$ cat config.mk
export PLATFORM = sky130hd
export DESIGN_NAME = time_set_controller
export DESIGN_NICKNAME = d
export VERILOG_FILES = /design/src/rtl/time_set_controller.sv
export SDC_FILE = /design/constraint.sdc
export NUM_CORES = 1
export LEC_CHECK = 0
export BUFFER_PORTS_ARGS = -buffer_cell sky130_fd_sc_hd__buf_2
export CAP_MARGIN = 10
export CORE_MARGIN = 5
export CORE_UTILIZATION = 56
export CTS_CLUSTER_SIZE = 14
export DETAILED_ROUTE_END_ITERATION = 8
export MAX_ROUTING_LAYER = met4
export PLACE_DENSITY = 0.81
export SLEW_MARGIN = 20
export SYNTH_ARGS = -nofsm -noshare
export SYNTH_HDL_FRONTEND = slang
export SYNTH_SLANG_ARGS = --single-unit
$ cat constraint.sdc
create_clock -name i_clk -period 2.3 [get_ports i_clk]
set_input_delay 0.23 -clock i_clk [delete_from_list [all_inputs] [get_ports i_clk]]
set_output_delay 0.23 -clock i_clk [all_outputs]
set_load 0.02 [all_outputs]
$ cat src/rtl/time_set_controller.sv
// time_set_controller: button-driven hh:mm:ss set sequencer; optional INC auto-repeat via TIME_SET_AUTOREPEAT_EN
module time_set_controller #(
  parameter int DEBOUNCE_CYCLES = 4,
  parameter int TIMEOUT_CYCLES  = 1000,
  parameter int BLINK_CYCLES    = 8,
  parameter int REPEAT_CYCLES   = 6
) (
  input  logic       i_clk,
  input  logic       i_rst_n,
  input  logic       i_mode_btn,
  input  logic       i_inc_btn,
  input  logic [4:0] i_cur_hh,
  input  logic [5:0] i_cur_mm,
  input  logic [5:0] i_cur_ss,
  output logic [4:0] o_set_hh,
  output logic [5:0] o_set_mm,
  output logic [5:0] o_set_ss,
  output logic       o_load,
  output logic       o_setting,
  output logic [1:0] o_field,
  output logic       o_blink
);
  localparam int DW = $clog2(DEBOUNCE_CYCLES + 1);
  localparam int TW = $clog2(TIMEOUT_CYCLES + 1);
  localparam int BW = $clog2(BLINK_CYCLES + 1);
  typedef enum logic [2:0] {IDLE, SET_HH, SET_MM, SET_SS, COMMIT} state_t;
  state_t state, state_nxt;
  logic [1:0] s1, s2, acc, acc_d;
  logic [DW-1:0] dcnt [2];
  logic [TW-1:0] tmo;
  logic [BW-1:0] bcnt;
  logic mode_ev, inc_ev, inc_go, in_set, nxt_set, to;
  assign mode_ev = acc[0] & ~acc_d[0];
  assign inc_ev  = acc[1] & ~acc_d[1];
  assign in_set  = state inside {SET_HH, SET_MM, SET_SS};
  assign nxt_set = state_nxt inside {SET_HH, SET_MM, SET_SS};
  assign to      = tmo == TW'(TIMEOUT_CYCLES);
  // synchronize, debounce and remember the previous accepted level of both buttons
  always_ff @(posedge i_clk or negedge i_rst_n)
    if (!i_rst_n) begin
      s1 <= '0;
      s2 <= '0;
      acc <= '0;
      acc_d <= '0;
      dcnt <= '{default: '0};
    end else begin
      s1 <= {i_inc_btn, i_mode_btn};
      s2 <= s1;
      acc_d <= acc;
      for (int i = 0; i < 2; i++)
        if (s2[i] == acc[i]) dcnt[i] <= '0;
        else if (dcnt[i] == DW'(DEBOUNCE_CYCLES)) begin
          acc[i] <= s2[i];
          dcnt[i] <= '0;
        end else dcnt[i] <= dcnt[i] + 1'b1;
    end
`ifdef TIME_SET_AUTOREPEAT_EN
  localparam int RW = $clog2(4 * REPEAT_CYCLES + 1);
  logic [RW-1:0] rcnt;
  logic rep_ev;
  assign rep_ev = in_set && acc[1] && !inc_ev && rcnt == RW'(4 * REPEAT_CYCLES - 1);
  assign inc_go = inc_ev | rep_ev;
  // hold-time counter: first repeat after 4 periods, then one per period
  always_ff @(posedge i_clk or negedge i_rst_n)
    if (!i_rst_n) rcnt <= '0;
    else rcnt <= (!in_set || !acc[1] || inc_ev) ? '0 : rep_ev ? RW'(3 * REPEAT_CYCLES) : rcnt + 1'b1;
`else
  assign inc_go = inc_ev;
`endif
  // idle watchdog while editing; any press restarts it
  always_ff @(posedge i_clk or negedge i_rst_n)
    if (!i_rst_n) tmo <= '0;
    else tmo <= (!in_set || mode_ev || inc_go) ? '0 : tmo + 1'b1;
  // state register
  always_ff @(posedge i_clk or negedge i_rst_n)
    if (!i_rst_n) state <= IDLE;
    else state <= state_nxt;
  // next state: mode advances, timeout abandons the edit
  always_comb begin
    state_nxt = state;
    case (state)
      IDLE:    state_nxt = mode_ev ? SET_HH : IDLE;
      SET_HH:  state_nxt = mode_ev ? SET_MM : to ? IDLE : SET_HH;
      SET_MM:  state_nxt = mode_ev ? SET_SS : to ? IDLE : SET_MM;
      SET_SS:  state_nxt = mode_ev ? COMMIT : to ? IDLE : SET_SS;
      default: state_nxt = IDLE;
    endcase
  end
  // Moore outputs decoded straight from the state register
  always_comb begin
    o_setting = in_set;
    o_load    = state == COMMIT;
    o_field   = state == SET_HH ? 2'b01 : state == SET_MM ? 2'b10 : state == SET_SS ? 2'b11 : 2'b00;
  end
  // shadow fields: sanitized capture on entry, wrapping increment of the selected field
  always_ff @(posedge i_clk or negedge i_rst_n)
    if (!i_rst_n) begin
      o_set_hh <= '0;
      o_set_mm <= '0;
      o_set_ss <= '0;
    end else if (state == IDLE && mode_ev) begin
      o_set_hh <= i_cur_hh > 5'd23 ? '0 : i_cur_hh;
      o_set_mm <= i_cur_mm > 6'd59 ? '0 : i_cur_mm;
      o_set_ss <= i_cur_ss > 6'd59 ? '0 : i_cur_ss;
    end else if (in_set && inc_go && !mode_ev) begin
      if (state == SET_HH) o_set_hh <= o_set_hh == 5'd23 ? '0 : o_set_hh + 1'b1;
      if (state == SET_MM) o_set_mm <= o_set_mm == 6'd59 ? '0 : o_set_mm + 1'b1;
      if (state == SET_SS) o_set_ss <= o_set_ss == 6'd59 ? '0 : o_set_ss + 1'b1;
    end
  // blink phase restarts high on every state change and toggles each half-period while editing
  always_ff @(posedge i_clk or negedge i_rst_n)
    if (!i_rst_n) begin
      bcnt <= '0;
      o_blink <= 1'b0;
    end else if (state_nxt != state) begin
      bcnt <= '0;
      o_blink <= nxt_set;
    end else if (in_set) begin
      bcnt <= bcnt == BW'(BLINK_CYCLES - 1) ? '0 : bcnt + 1'b1;
      o_blink <= bcnt == BW'(BLINK_CYCLES - 1) ? ~o_blink : o_blink;
    end else begin
      bcnt <= '0;
      o_blink <= 1'b0;
    end
endmodule
# ---- Yosys cells after proc, flatten, opt, wreduce, memory -nomap -nowiden
# Cells that the tools add are included.
dict set report totals {
  mem_bits_rw 0
  out_inout_bits 22
  memories 0
  elab_cells 105
  register_bits 49
  latch_bits 0
  romBits 0
}
dict set report classes {
  shifts 0
  mux 37
  n_mul 0
  n_eq_ne 18
  reduce_logical 19
  div 0
  order_cmp 3
  bitwise 7
  add_sub_neg 7
}
# cell count
set ops {}
lappend ops {{$mux W6} 10}
lappend ops {{$mux W5} 5}
lappend ops {{$mux W3} 5}
lappend ops {{$mux W2} 7}
lappend ops {{$add A6 B1 Y6 const B} 2}
lappend ops {{$eq A3 B2 Y1 const B} 4}
lappend ops {{$eq A6 B6 Y1 const B} 2}
lappend ops {{$gt A6 B6 Y1 const B} 2}
lappend ops {{$mux W4} 3}
lappend ops {{$pmux W3 S4} 1}
lappend ops {{$add A10 B1 Y10 const B} 1}
lappend ops {{$eq A10 B10 Y1 const B} 1}
lappend ops {{$mux W10} 1}
lappend ops {{$reduce_and A2 Y1} 5}
lappend ops {{$eq A3 B3 Y1 const B} 3}
lappend ops {{$reduce_bool A2 Y1} 4}
lappend ops {{$add A3 B1 Y3 const B} 2}
lappend ops {{$eq A3 B1 Y1 const B} 2}
lappend ops {{$reduce_bool A3 Y1} 2}
lappend ops {{$add A5 B1 Y5 const B} 1}
lappend ops {{$eq A5 B5 Y1 const B} 1}
lappend ops {{$gt A5 B5 Y1 const B} 1}
lappend ops {{$mux W1} 5}
lappend ops {{$not A1 Y1} 5}
lappend ops {{10 further kinds} 16}

# ---- Depth between registers and ports, before layout
# Gate-level depths: netlist (run 1).
dict set report depth {
  word_depth 7
  mapped_depth 7
  ltp_nobuf 6
}

# ---- Worst setup path after synthesis (run 1)
# OpenSTA, ideal clock, no wires.
dict set report synth_path {
  kind {reg-to-reg}
  startpoint {reg state[0]}
  endpoint {reg o_set_hh[1]}
  path_stages_with_launch 7
  setup_time_ps 125
  period_less_slack_ps 1739
  required_time_ps 2175
  arrival_time_ps 1614
  slack_ps 561
  n_path_buf 2
  path_cell_list {dfrtp_1 > buf_6 > or3b_1 > buf_6 > o32a_2 > a32o_1 > mux2_2}
}
dict set report synth_via {
  elab_chain_len 6
  word_cells_on_any_way 12
  classes_between {eq/ne (3); mux (1); reduce/logical (8)}
}
# item line_no
set synth_lines {}
lappend synth_lines {{start: declaration} 27} ;# state_t state, state_nxt;
lappend synth_lines {{start signal: assignment} 77} ;# else state <= state_nxt;
lappend synth_lines {{$eq A3 B1 Y1 or $eq A3 B2 Y1 (tied branches)} {35, 106}}
lappend synth_lines {{$reduce_bool A3 Y1} 35} ;# assign in_set = state inside {SET_HH, SET_MM, SET_SS};
lappend synth_lines {{$logic_and A1 B1 Y1 (2 in series)} 105} ;# end else if (in_set && inc_go && !mode_ev) begin
lappend synth_lines {{$reduce_bool A2 Y1 (no source line)} --}
lappend synth_lines {{$reduce_and A2 Y1 (no source line)} --}
lappend synth_lines {{end signal: assignment} 102} ;# o_set_hh <= i_cur_hh > 5'd23 ? '0 : i_cur_hh;
lappend synth_lines {{end signal: assignment} 106} ;# if (state == SET_HH) o_set_hh <= o_set_hh == 5'd23 ? '0 : o_set_hh + 1'b1;
lappend synth_lines {{end: declaration} 15} ;# output logic [4:0] o_set_hh,
# Parallel ways exist; a longest one is shown, timed or not.
# A chain may end at the register's enable or synchronous reset.

# ---- Final worst setup path (run 1)
dict set report layout_path {
  startpoint {reg state[0]}
  endpoint {reg o_set_ss[4]}
}
dict set report layout_via {
  elab_chain_len 6
  word_cells_on_any_way 12
  classes_between {eq/ne (3); mux (1); reduce/logical (8)}
}
# item line_no
set layout_lines {}
lappend layout_lines {{$eq A3 B1 Y1, or another cell as far along} 35}
lappend layout_lines {{$reduce_bool A3 Y1} 35}
lappend layout_lines {{$logic_and A1 B1 Y1 (2 in series)} 105}
lappend layout_lines {{$reduce_bool A2 Y1 (no source line)} --}
lappend layout_lines {{$reduce_and A2 Y1 (no source line)} --}
lappend layout_lines {{end signal: assignment} 104} ;# o_set_ss <= i_cur_ss > 6'd59 ? '0 : i_cur_ss;
lappend layout_lines {{end signal: assignment} 108} ;# if (state == SET_SS) o_set_ss <= o_set_ss == 6'd59 ? '0 : o_set_ss + 1'b1;
lappend layout_lines {{end: declaration} 17} ;# output logic [5:0] o_set_ss,
# Parallel ways exist; a longest one is shown, timed or not.

==> summary.md, run 1 <==
| Metric | Value |
|---|---|
| Slew Viols, Final | `0` |
| Worst Setup End Kind | `register` |
| Critical path cell sequence | `or3b_1 > nor2_4 > nor2_2 > mux2_2` |
| Port Buf Inserts | `42` |
| Vias in the first global route | `2109` |
| Final instance area | `2990 sq um` |
| Cts hold-fix bufs | `1` |
| Setup TNS | `0 ns` |
| Final setup violation count | `0` |
| Placement Setup Slack | `0.359 ns` |
| CTS resizes | `0` |
| Die X-Extent | `78.3 um` |
| GRT Residual Overflow | `0` |
| Seq cells post-synth | `49` |
| CTS Buffer Depth | `2` |
| H-tree depth | `2` |
| Share of the synthesized area in the top cell type | `0.470` |
| Initial Util | `0.587` |
| Mapped Cells | `264` |
| Syn Area/Cell | `9.89 sq um` |
| First-pass GRT wire length | `9390 um` |
| Clock Skew | `0.00976 ns` |
| Element type at the critical path start | `register` |
| Tot Pwr | `3.77 mW` |
| Antenna diode instance count | `0` |
| Post-route setup slack | `0.324 ns` |
| Routed Antenna Nets | `0` |
| GPL Wtd Cong | `0.912` |
| Headroom to the max-slew limit | `0.586` |
| Ys async rst share | `1.00` |
| Core outline area | `4440 sq um` |
| Nets@finish | `341` |
| Actual slew at the worst max-slew pin | `0.620 ns` |
| Setup repair bufs after CTS | `0` |
| Peak VDD IR | `0.000614 V` |
| Fmax achieved | `506 MHz` |
| Area contributors post-synth | `dfrtp_1, ha_1, mux2_2, nor2_1, xnor2_1` |
| DRT Pass-1 Iters | `4` |
| Antenna violations before repair | `0` |
| Non-Filler Instances | `363` |
| RSZ-0062 raised after global routing | `false` |
| Synthesis warning total | `0` |
| # Max-Cap Violations | `0` |
| Critical path peak fanout | `16` |
| Util after Layout | `0.673` |
| Critical path class | `reg -> reg` |
| Clock buffer count from CTS | `5` |
| Top delay family on crit path | `simple AND/OR/NAND/NOR gates` |
| Dominant synthesized flop cell | `dfrtp_1` |
| Mapped Nets | `295` |
| Area Growth Syn to Fin | `14.5%` |
| Part of the Yosys area used for sequential elements | `0.470` |
| Clock transition at path regs | `0.08 ns` |
| DR iter-0 viols | `87` |
| Yosys top cell by area | `dfrtp_1` |
| Vias | `2173` |
| CP max-delay cell | `or3b_1` |
| Detailed placement HPWL | `4030 um` |
| Synthesized cell area | `2610 sq um` |
| Static leakage | `1.34 nW` |
| Placed Area | `2860 sq um` |
| Fillers | `360` |
| Routed WL | `5470 um` |
| Final Critical Period | `1.98 ns` |
| Hold crit path type | `in -> reg` |
| Area of the die | `6130 sq um` |
| CP arrival | `2.17 ns` |
| Remaining DRCs | `0` |
| EDFF count, synth | `0` |
| Share of cells above drive strength 1 | `0.222` |
| DR vias/cell | `5.99` |
| Data required, critical path | `2.49 ns` |
| Number of clock sinks | `49` |
| Die height | `78.3 um` |
| GRT Util Overall | `0.196` |
| CTS tree | `done` |
| Crit path buf inv count | `0` |
| Critical Path Max Stage Delay | `0.56 ns` |
| Pwr Density | `1260 nW/um^2` |
| CTS root buf | `clkbuf_8` |
| WL/cell | `15.1 um` |
| Clk Latency, worst-skew pair | `0.30 ns` |
| Synth unique cells | `44` |
| Hold_ws | `0.0325 ns` |
| FP Rows | `24` |
| Status | `completed` |
| Pin count of the biggest net entering global routing | `30` |
| Crit share post-route | `0.859` |
| # placed instances | `354` |
| Top Ports | `43` |
| Final Hold Viols | `0` |
-- state kept, by name (all words and copies together), names as in the netlist, 3 cells and up --
| signal | cells |
|---|---|
| o_set_ss | 6 |
| tmo | 10 |
| o_set_mm | 6 |
| dcnt | 6 |
| o_set_hh | 5 |
| state | 3 |
| bcnt | 4 |
-- cell usage in the layout, fill, tap and decap left out, types with 2 or more instances in the layout --
cell type,n
dfrtp_1,49
buf_2,42
nor2_1,27
nand2_1,17
inv_1,16
nand3_1,13
nor3_1,10
ha_1,10
a21oi_1,9
xnor2_1,9
mux2_2,9
o21ai_0,8
o22ai_1,8
o2bb2ai_1,8
nor2b_1,7
nand4_1,6
clkbuf_8,6
nand2b_1,4
and2_1,4
a32oi_1,4
and3_1,3
nor2_2,3
a31oi_1,3
a22oi_1,3
o211ai_1,3
buf_4,3
o31a_1,2
xor2_1,2
mux2i_1,2
a32o_1,2
and4b_1,2
a211oi_1,2
-- routing by layer --
layer	share of wire	up-vias	global-route usage
li1	-	1046	-
met3	0.060	14	0.0458
met1	0.43	1037	0.240
met4	0.018	0	0.0717
met2	0.50	76	0.317
met5	0	-	-
-- kinds of logic (layout without fill, tap and decap cells) --
group,Yosys count,after routing,share of synthesized area
AOI/OAI and AO/OA,55,55,0.146
buffers and inverters,23,70,0.0403
muxes,11,11,0.0465
DFF,49,49,0.470
adders and majority gates,10,10,0.0479
xor gates and xnor gates,11,11,0.0369
and+or+nand+nor,105,105,0.212
-- where the power goes --
part / leakage, nW / total [mW] / switching (mW) / internal [mW]
clock network: 0.0585 / 0.625 / 0.271 / 0.354
registers: 0.628 / 1.45 / 0.316 / 1.13
logic: 0.652 / 1.70 / 1.00 / 0.692
total: 1.34 / 3.77 / 1.59 / 2.18
-- cell usage after synthesis, drive strengths merged (4+ instances only) --
library cell,instances
clkbuf,4
and2,4
nand2b,4
nor2b,7
a32oi,4
o21ai,9
dfrtp,49
nand2,17
o22ai,8
nor3,10
a21oi,9
xnor2,9
nand4,6
mux2,9
o2bb2ai,8
inv,16
ha,10
nor2,31
nand3,13
-- path summary, 6_finish.rpt --
path / slack, ns / endpoint / from / cells past startpoint
max in group asynchronous: 1.22 / o_set_ss[4] / i_rst_n / 3
worst min register to register: 0.37 / s2[1] / s1[1] / 0
worst max-delay path: 0.32 / o_set_ss[4] / state[0] / 4
worst min-delay path: 0.03 / s1[1] / i_inc_btn / 1
min in group asynchronous: 0.48 / dcnt[2] / i_rst_n / 2
worst max register to register: 0.32 / o_set_ss[4] / state[0] / 4
-- worst reg2reg max path, delay by kind of cell (launching register included) --
| kind | cells | cell delay (ns) |
|---|---|---|
| simple gates | 3 | 1.10 |
| flops | 1 | 0.47 |
| mux | 1 | 0.30 |
-- area by class of cell --
type	instances	area (sq um)	share of cell area
multi-input cells	192	1280	0.428
clock buffers	7	86.3	0.0289
well taps	52	65.1	0.0218
flip-flops and latches	49	1230	0.410
repair buffers	46	243	0.0812
inverters	16	60.1	0.0201
clock inverters	1	30.0	0.0100
(Power assumes the default switching activity.)
==> inputs of run 2 (changes only) <==
--- a/config.mk
+++ b/config.mk
@@ -8,11 +8,10 @@
 export BUFFER_PORTS_ARGS = -buffer_cell sky130_fd_sc_hd__buf_2
 export CAP_MARGIN = 10
 export CORE_MARGIN = 5
-export CORE_UTILIZATION = 56
+export CORE_UTILIZATION = 30
 export CTS_CLUSTER_SIZE = 14
 export DETAILED_ROUTE_END_ITERATION = 8
-export MAX_ROUTING_LAYER = met4
-export PLACE_DENSITY = 0.81
+export PLACE_DENSITY = 0.5
 export SLEW_MARGIN = 20
 export SYNTH_ARGS = -nofsm -noshare
 export SYNTH_HDL_FRONTEND = slang
==> constraint.sdc (replaced) <==
create_clock -name i_clk -period 2.5 [get_ports i_clk]
set_input_delay 0.25 -clock i_clk [delete_from_list [all_inputs] [get_ports i_clk]]
set_output_delay 0.25 -clock i_clk [all_outputs]
set_load 0.02 [all_outputs]
==> run 2 against run 1 <==
Against the previous run:
- final cell count grew 15%
- power decreased by 10%
- die area increased by 74%
- setup slack gained 0.16 ns
- global-route usage decreased by 7.7 points
- non-clock buffer count decreased by 1
- wire length grew 9.7%
- count of clock-buffer cells in the layout unchanged
- flip-flop and latch count unchanged
- critical path type unchanged
- final area rose by 1.0%
==> summary.md, run 2 (synthesis gave the netlist of run 1 again) <==
| Metric | Value |
|---|---|
| Detailed placement HPWL | `4480 um (was 4030 um)` |
| FP Rows | `34 (was 24)` |
| Max FFs per register | `10 (unchanged)` |
| Area Growth Syn to Fin | `15.7% (was 14.5%)` |
| Data required, critical path | `2.68 ns (was 2.49 ns)` |
| Top delay family on crit path | `simple AND/OR/NAND/NOR gates (unchanged)` |
| Critical path cell sequence | `or3b_1 > nor2_4 > o21ai_0 > mux2_2 (was or3b_1 > nor2_4 > nor2_2 > mux2_2)` |
| Critical Path Max Stage Delay | `0.56 ns (about the same)` |
| Fmax achieved | `496 MHz (was 506 MHz)` |
| Port Buf Inserts | `42 (unchanged)` |
| DR vias/cell | `5.05 (was 5.99)` |
| Number of clock sinks | `49 (unchanged)` |
| Slew Viols, Final | `0 (unchanged)` |
| Die X-Extent | `103 um (was 78.3 um)` |
| Remaining DRCs | `0 (unchanged)` |
| RSZ-0062 raised after global routing | `false (unchanged)` |
| Antenna violations before repair | `0 (unchanged)` |
| WP depth | `4 (unchanged)` |
| DR iter-0 viols | `74 (was 87)` |
| Pwr Density | `1120 nW/um^2 (was 1260 nW/um^2)` |
| Most common cell after layout, fill and taps aside | `dfrtp_1 (unchanged)` |
| CP arrival | `2.20 ns (was 2.17 ns)` |
| Critical path class | `reg -> reg (unchanged)` |
| H-tree depth | `2 (unchanged)` |
| Final setup violation count | `0 (unchanged)` |
| Actual slew at the worst max-slew pin | `0.810 ns (was 0.620 ns)` |
| Element type at the critical path start | `register (unchanged)` |
| GRT Residual Overflow | `0 (unchanged)` |
| CTS Buffer Depth | `2 (unchanged)` |
| Initial Util | `0.304 (was 0.587)` |
| Antenna diode instance count | `0 (unchanged)` |
| Clock transition at path regs | `0.09 ns (was 0.08 ns)` |
| Crit path buf inv count | `0 (unchanged)` |
| Routed Antenna Nets | `0 (unchanged)` |
| Tot Pwr | `3.39 mW (was 3.77 mW)` |
| GPL Wtd Cong | `0.799 (was 0.912)` |
| Critical path peak fanout | `16 (unchanged)` |
| Share of cells above drive strength 1 | `0.220 (was 0.222)` |
| Pin count of the biggest net entering global routing | `36 (was 30)` |
| Cts hold-fix bufs | `0 (was 1)` |
| Final Critical Period | `2.02 ns (was 1.98 ns)` |
| Headroom to the max-slew limit | `0.460 (was 0.586)` |
| Peak VDD IR | `0.000338 V (was 0.000614 V)` |
| Clock buffer count from CTS | `5 (unchanged)` |
| Routed WL | `6000 um (was 5470 um)` |
| Clk Latency, worst-skew pair | `0.30 ns (about the same)` |
| Vias in the first global route | `2066 (was 2109)` |
| Largest Register | `tmo (unchanged)` |
| Status | `completed (unchanged)` |
| Core outline area | `8590 sq um (was 4440 sq um)` |
| Worst Setup End Kind | `register (unchanged)` |
| Static leakage | `1.32 nW (was 1.34 nW)` |
| CTS tree | `done (unchanged)` |
| FF-to-FF path depth | `4 (unchanged)` |
| Placement Setup Slack | `0.507 ns (was 0.359 ns)` |
| Nets@finish | `340 (was 341)` |
| CTS root buf | `clkbuf_8 (unchanged)` |
| WL/cell | `14.4 um (was 15.1 um)` |
| # Max-Cap Violations | `0 (unchanged)` |
| Setup TNS | `0 ns (unchanged)` |
| Setup repair bufs after CTS | `0 (unchanged)` |
| Fillers | `895 (was 360)` |
| Die height | `103 um (was 78.3 um)` |
| Crit share post-route | `0.807 (was 0.859)` |
| DRT Pass-1 Iters | `4 (unchanged)` |
| Hold crit path type | `in -> async (was in -> reg)` |
| Most frequent cells in the layout | `dfrtp_1, buf_2, nor2_1 (unchanged)` |
| Clock Skew | `0.0125 ns (was 0.00976 ns)` |
| Vias | `2105 (was 2173)` |
| First-pass GRT wire length | `9980 um (was 9390 um)` |
| Area of the die | `10700 sq um (was 6130 sq um)` |
| CTS resizes | `0 (unchanged)` |
| Final Hold Viols | `0 (unchanged)` |
| Post-route setup slack | `0.483 ns (was 0.324 ns)` |
| GRT Util Overall | `0.119 (was 0.196)` |
| Top Ports | `43 (unchanged)` |
| CP max-delay cell | `or3b_1 (unchanged)` |
==> run 2: cell types whose count changed in the layout (fill, tap and decap cells not counted), sizes merged <==
cell / previous run / this run
bufinv: 1 / 0
dlygate4sd3: 1 / 0
==> run 2: layout make-up <==
class,count,area [sq um],area share
Sequential cell,49,1230,0.406
Timing Repair Buffer,45,233,0.0771
Tap cell,108,135,0.0448
Inverter,16,60.1,0.0199
Clock buffer,7,86.3,0.0286
Multi-Input combinational cell,192,1280,0.424
==> run 2: routing by layer <==
metal / vias up / track usage / part of all wire
met5: - / 0 / 0
met4: 0 / 0.0498 / 0.025
met3: 11 / 0.0255 / 0.062
met2: 59 / 0.193 / 0.46
met1: 998 / 0.154 / 0.45
li1: 1037 / - / -
==> run 2: worst paths after layout <==
| kind | start | slack (ns) | endpoint |
|---|---|---|---|
| max | state[0] | 0.48 | o_set_mm[4] |
| min | i_rst_n | 0.03 | o_set_ss[2] |
| max reg2reg | state[0] | 0.48 | o_set_mm[4] |
| min reg2reg | s1[1] | 0.36 | s2[1] |
| max in group asynchronous | i_rst_n | 1.82 | dcnt[5] |
| min in group i_clk | i_inc_btn | 0.06 | s1[1] |
==> run 2: power breakdown <==
| group | leakage, nW | internal [mW] | total, mW | switching, mW |
|---|---|---|---|---|
| sequential | 0.628 | 1.04 | 1.33 | 0.289 |
| clock | 0.0443 | 0.220 | 0.472 | 0.252 |
| combinational | 0.649 | 0.641 | 1.58 | 0.943 |
==> run 2: stage by stage <==
step           utilization  cells  hold WS (ns)  instance area, sq um
2_1_floorplan            -    264       -0.0456                  2610
3_3_place_gp         0.341    410         0.336                  2930
3_5_place_dp         0.341    410         0.340                  2930
4_1_cts              0.351    417        0.0486                  3020
5_1_grt              0.351    417        0.0428                  3020
6_report             0.351    417        0.0264                  3020
==> inputs of run 3 (changes only) <==
--- a/config.mk
+++ b/config.mk
@@ -11,7 +11,7 @@
 export CORE_UTILIZATION = 30
 export CTS_CLUSTER_SIZE = 14
 export DETAILED_ROUTE_END_ITERATION = 8
-export PLACE_DENSITY = 0.5
+export PLACE_DENSITY = 0.52
 export SLEW_MARGIN = 20
 export SYNTH_ARGS = -nofsm -noshare
 export SYNTH_HDL_FRONTEND = slang
==> constraint.sdc (replaced) <==
create_clock -name i_clk -period 1.69 [get_ports i_clk]
set_input_delay 0.169 -clock i_clk [delete_from_list [all_inputs] [get_ports i_clk]]
set_output_delay 0.169 -clock i_clk [all_outputs]
set_load 0.02 [all_outputs]
==> run 3 against run 2 <==
Against the previous run:
- maximum frequency grew 24%
- largest power group unchanged
- die area is the same
- first-iteration DRC count shrank 5.4%
- clock power grew 79%
- power grew 63%
- setup slack lost 0.42 ns
- via count grew 4.7%
- clock skew shrank 0.0065 ns
- final area grew 8.8%
- global-route usage grew 0.22 points
- critical path depth grew 1
- largest cell class unchanged
==> summary.md, run 3 (synthesis gave the netlist of run 1 again) <==
| Metric | Value |
|---|---|
| DR vias/cell | `4.93 (was 5.05)` |
| Actual slew at the worst max-slew pin | `0.373 ns (was 0.810 ns)` |
| Hold crit path type | `in -> reg (was in -> async)` |
| DRT Pass-1 Iters | `4 (unchanged)` |
| Clock transition at path regs | `0.09 ns (about the same)` |
| WL/cell | `13.3 um (was 14.4 um)` |
| Vias in the first global route | `2244 (was 2066)` |
| CTS tree | `done (unchanged)` |
| Reg2reg setup slack | `0.06 ns (was 0.48 ns)` |
| Die height | `103 um (unchanged)` |
| Reg2reg start | `acc_d[0] (was state[0])` |
| Tot Pwr | `5.52 mW (was 3.39 mW)` |
| Peak VDD IR | `0.000752 V (was 0.000338 V)` |
| RSZ-0062 raised after global routing | `true (was false)` |
| Vias | `2204 (was 2105)` |
| Share of cells above drive strength 1 | `0.283 (was 0.220)` |
| Max FFs per register | `10 (unchanged)` |
| Critical path peak fanout | `6 (was 16)` |
| Final setup violation count | `0 (unchanged)` |
| Top Ports | `43 (unchanged)` |
| CP arrival | `1.82 ns (was 2.20 ns)` |
| Antenna violations before repair | `0 (unchanged)` |
| Routed Antenna Nets | `0 (unchanged)` |
| Initial Util | `0.304 (unchanged)` |
| Pwr Density | `1680 nW/um^2 (was 1120 nW/um^2)` |
| Crit share post-route | `0.965 (was 0.807)` |
| Most frequent cells in the layout | `dfrtp_1, buf_2, buf_4 (was dfrtp_1, buf_2, nor2_1)` |
| Util after Layout | `0.382 (was 0.351)` |
| Nets@finish | `369 (was 340)` |
| CTS Buffer Depth | `2 (unchanged)` |
| Fillers | `905 (was 895)` |
| Clk Latency, worst-skew pair | `0.31 ns (was 0.30 ns)` |
| Critical path cell sequence | `buf_4 > nand2b_1 > and4_1 > nor2_2 > mux2_2 (was or3b_1 > nor2_4 > o21ai_0 > mux2_2)` |
| Clock buffer count from CTS | `5 (unchanged)` |
| CP max-delay cell | `dfrtp_1 (was or3b_1)` |
| First-pass GRT wire length | `10300 um (was 9980 um)` |
| Routed WL | `5960 um (was 6000 um)` |
| Element type at the critical path start | `register (unchanged)` |
| Largest Register | `tmo (unchanged)` |
| DR iter-0 viols | `70 (was 74)` |
| Area Growth Syn to Fin | `25.8% (was 15.7%)` |
| Worst Setup End Kind | `register (unchanged)` |
| Headroom to the max-slew limit | `0.749 (was 0.460)` |
| Area of the die | `10700 sq um (unchanged)` |
| Fmax achieved | `613 MHz (was 496 MHz)` |
| CTS root buf | `clkbuf_8 (unchanged)` |
| H-tree depth | `2 (unchanged)` |
| Die X-Extent | `103 um (unchanged)` |
| Port Buf Inserts | `42 (unchanged)` |
| Critical path startpoint | `acc_d[0] (was state[0])` |
| Remaining DRCs | `0 (unchanged)` |
| Hold path start | `i_cur_hh[2]` |
| Data required, critical path | `1.88 ns (was 2.68 ns)` |
| Final Hold Viols | `0 (unchanged)` |
| Core outline area | `8590 sq um (unchanged)` |
| GPL Wtd Cong | `0.866 (was 0.799)` |
| Critical path class | `reg -> reg (unchanged)` |
| GRT Util Overall | `0.121 (was 0.119)` |
| Static leakage | `1.48 nW (was 1.32 nW)` |
| GRT Residual Overflow | `0 (unchanged)` |
| Final Critical Period | `1.63 ns (was 2.02 ns)` |
| Critical Path Max Stage Delay | `0.38 ns (was 0.56 ns)` |
| Antenna diode instance count | `0 (unchanged)` |
| Multi-input gate area | `1280 sq um (about the same)` |
| FP Rows | `34 (unchanged)` |
| Storage element area | `1230 sq um (unchanged)` |
| Slew Viols, Final | `0 (unchanged)` |
| # Max-Cap Violations | `0 (unchanged)` |
| Clock Skew | `0.00596 ns (was 0.0125 ns)` |
| Status | `completed (unchanged)` |
| Pin count of the biggest net entering global routing | `50 (was 36)` |
| Detailed placement HPWL | `4400 um (was 4480 um)` |
| Most common cell after layout, fill and taps aside | `dfrtp_1 (unchanged)` |
| Number of clock sinks | `49 (unchanged)` |
## run 3: cell count changes in the layout (fill, tap and decap cells not counted)
| cell | previous run | this run |
|---|---|---|
| clkinv_4 | 0 | 1 |
| bufinv_16 | 0 | 1 |
| or3b_1 | 1 | 0 |
| or3b_4 | 0 | 1 |
| buf_12 | 0 | 1 |
| dlygate4sd3_1 | 0 | 3 |
| buf_4 | 3 | 28 |
| clkbuf_8 | 6 | 5 |
## run 3: report_power, final
group,internal [mW],leakage (nW),switching (mW),total (mW)
logic,1.27,0.796,1.53,2.80
registers,1.54,0.628,0.334,1.88
clock network,0.445,0.0554,0.401,0.846
total,3.26,1.48,2.26,5.52
## run 3: final timing paths
path                       cells after the start          end
hold / removal                                 3  o_set_hh[2]
max in group asynchronous                      3  o_set_mm[3]
min in group asynchronous                      3  o_set_ss[3]
hold reg to reg                                0        s2[1]
setup reg to reg                               5  o_set_mm[0]
setup / recovery                               5  o_set_mm[0]
## run 3: metal layers
metal  track usage  part of all wire
met1         0.165              0.48
met2         0.188              0.44
met3        0.0335             0.068
met4        0.0349             0.012
met5             0                 0
## run 3: area by class of cell
| type | instances | area share |
|---|---|---|
| multi-input combinational | 192 | 0.390 |
| sequential | 49 | 0.373 |
| timing repair buffer | 74 | 0.143 |
| tap | 108 | 0.0411 |
| clock buffer | 6 | 0.0221 |
| inverter | 16 | 0.0183 |
| clock inverter | 2 | 0.0118 |
## run 3: per-stage QoR
step | setup slack [ns] | setup TNS, ns | std cells | hold slack [ns] | instance area [sq um]
6_report | 0.0594 | 0 | 447 | 0.158 | 3280
3_5_place_dp | -0.0723 | -0.535 | 434 | 0.180 | 3130
3_3_place_gp | -0.0441 | -0.237 | 434 | 0.184 | 3130
4_1_cts | 0.0515 | 0 | 447 | 0.153 | 3280
5_1_grt | -0.0230 | -0.0943 | 447 | 0.180 | 3280
2_1_floorplan | -0.0251 | -0.0251 | 264 | -0.127 | 2610
## run 3: what timing repair did
item,CTS,global route
hold buffers,3,0
pin swaps,1,0
setup buffers,2,0
setup endpoints to repair,15,6
hold endpoints to repair,51,0
gates resized for setup,1,0
## run 3: worst max-delay path: cells and delay by family, from the launching register on
kind | cells | cell delay (ns)
AND/OR/NAND/NOR | 3 | 0.62
flip-flops | 1 | 0.38
multiplexers | 1 | 0.38
buffers and inverters | 1 | 0.14
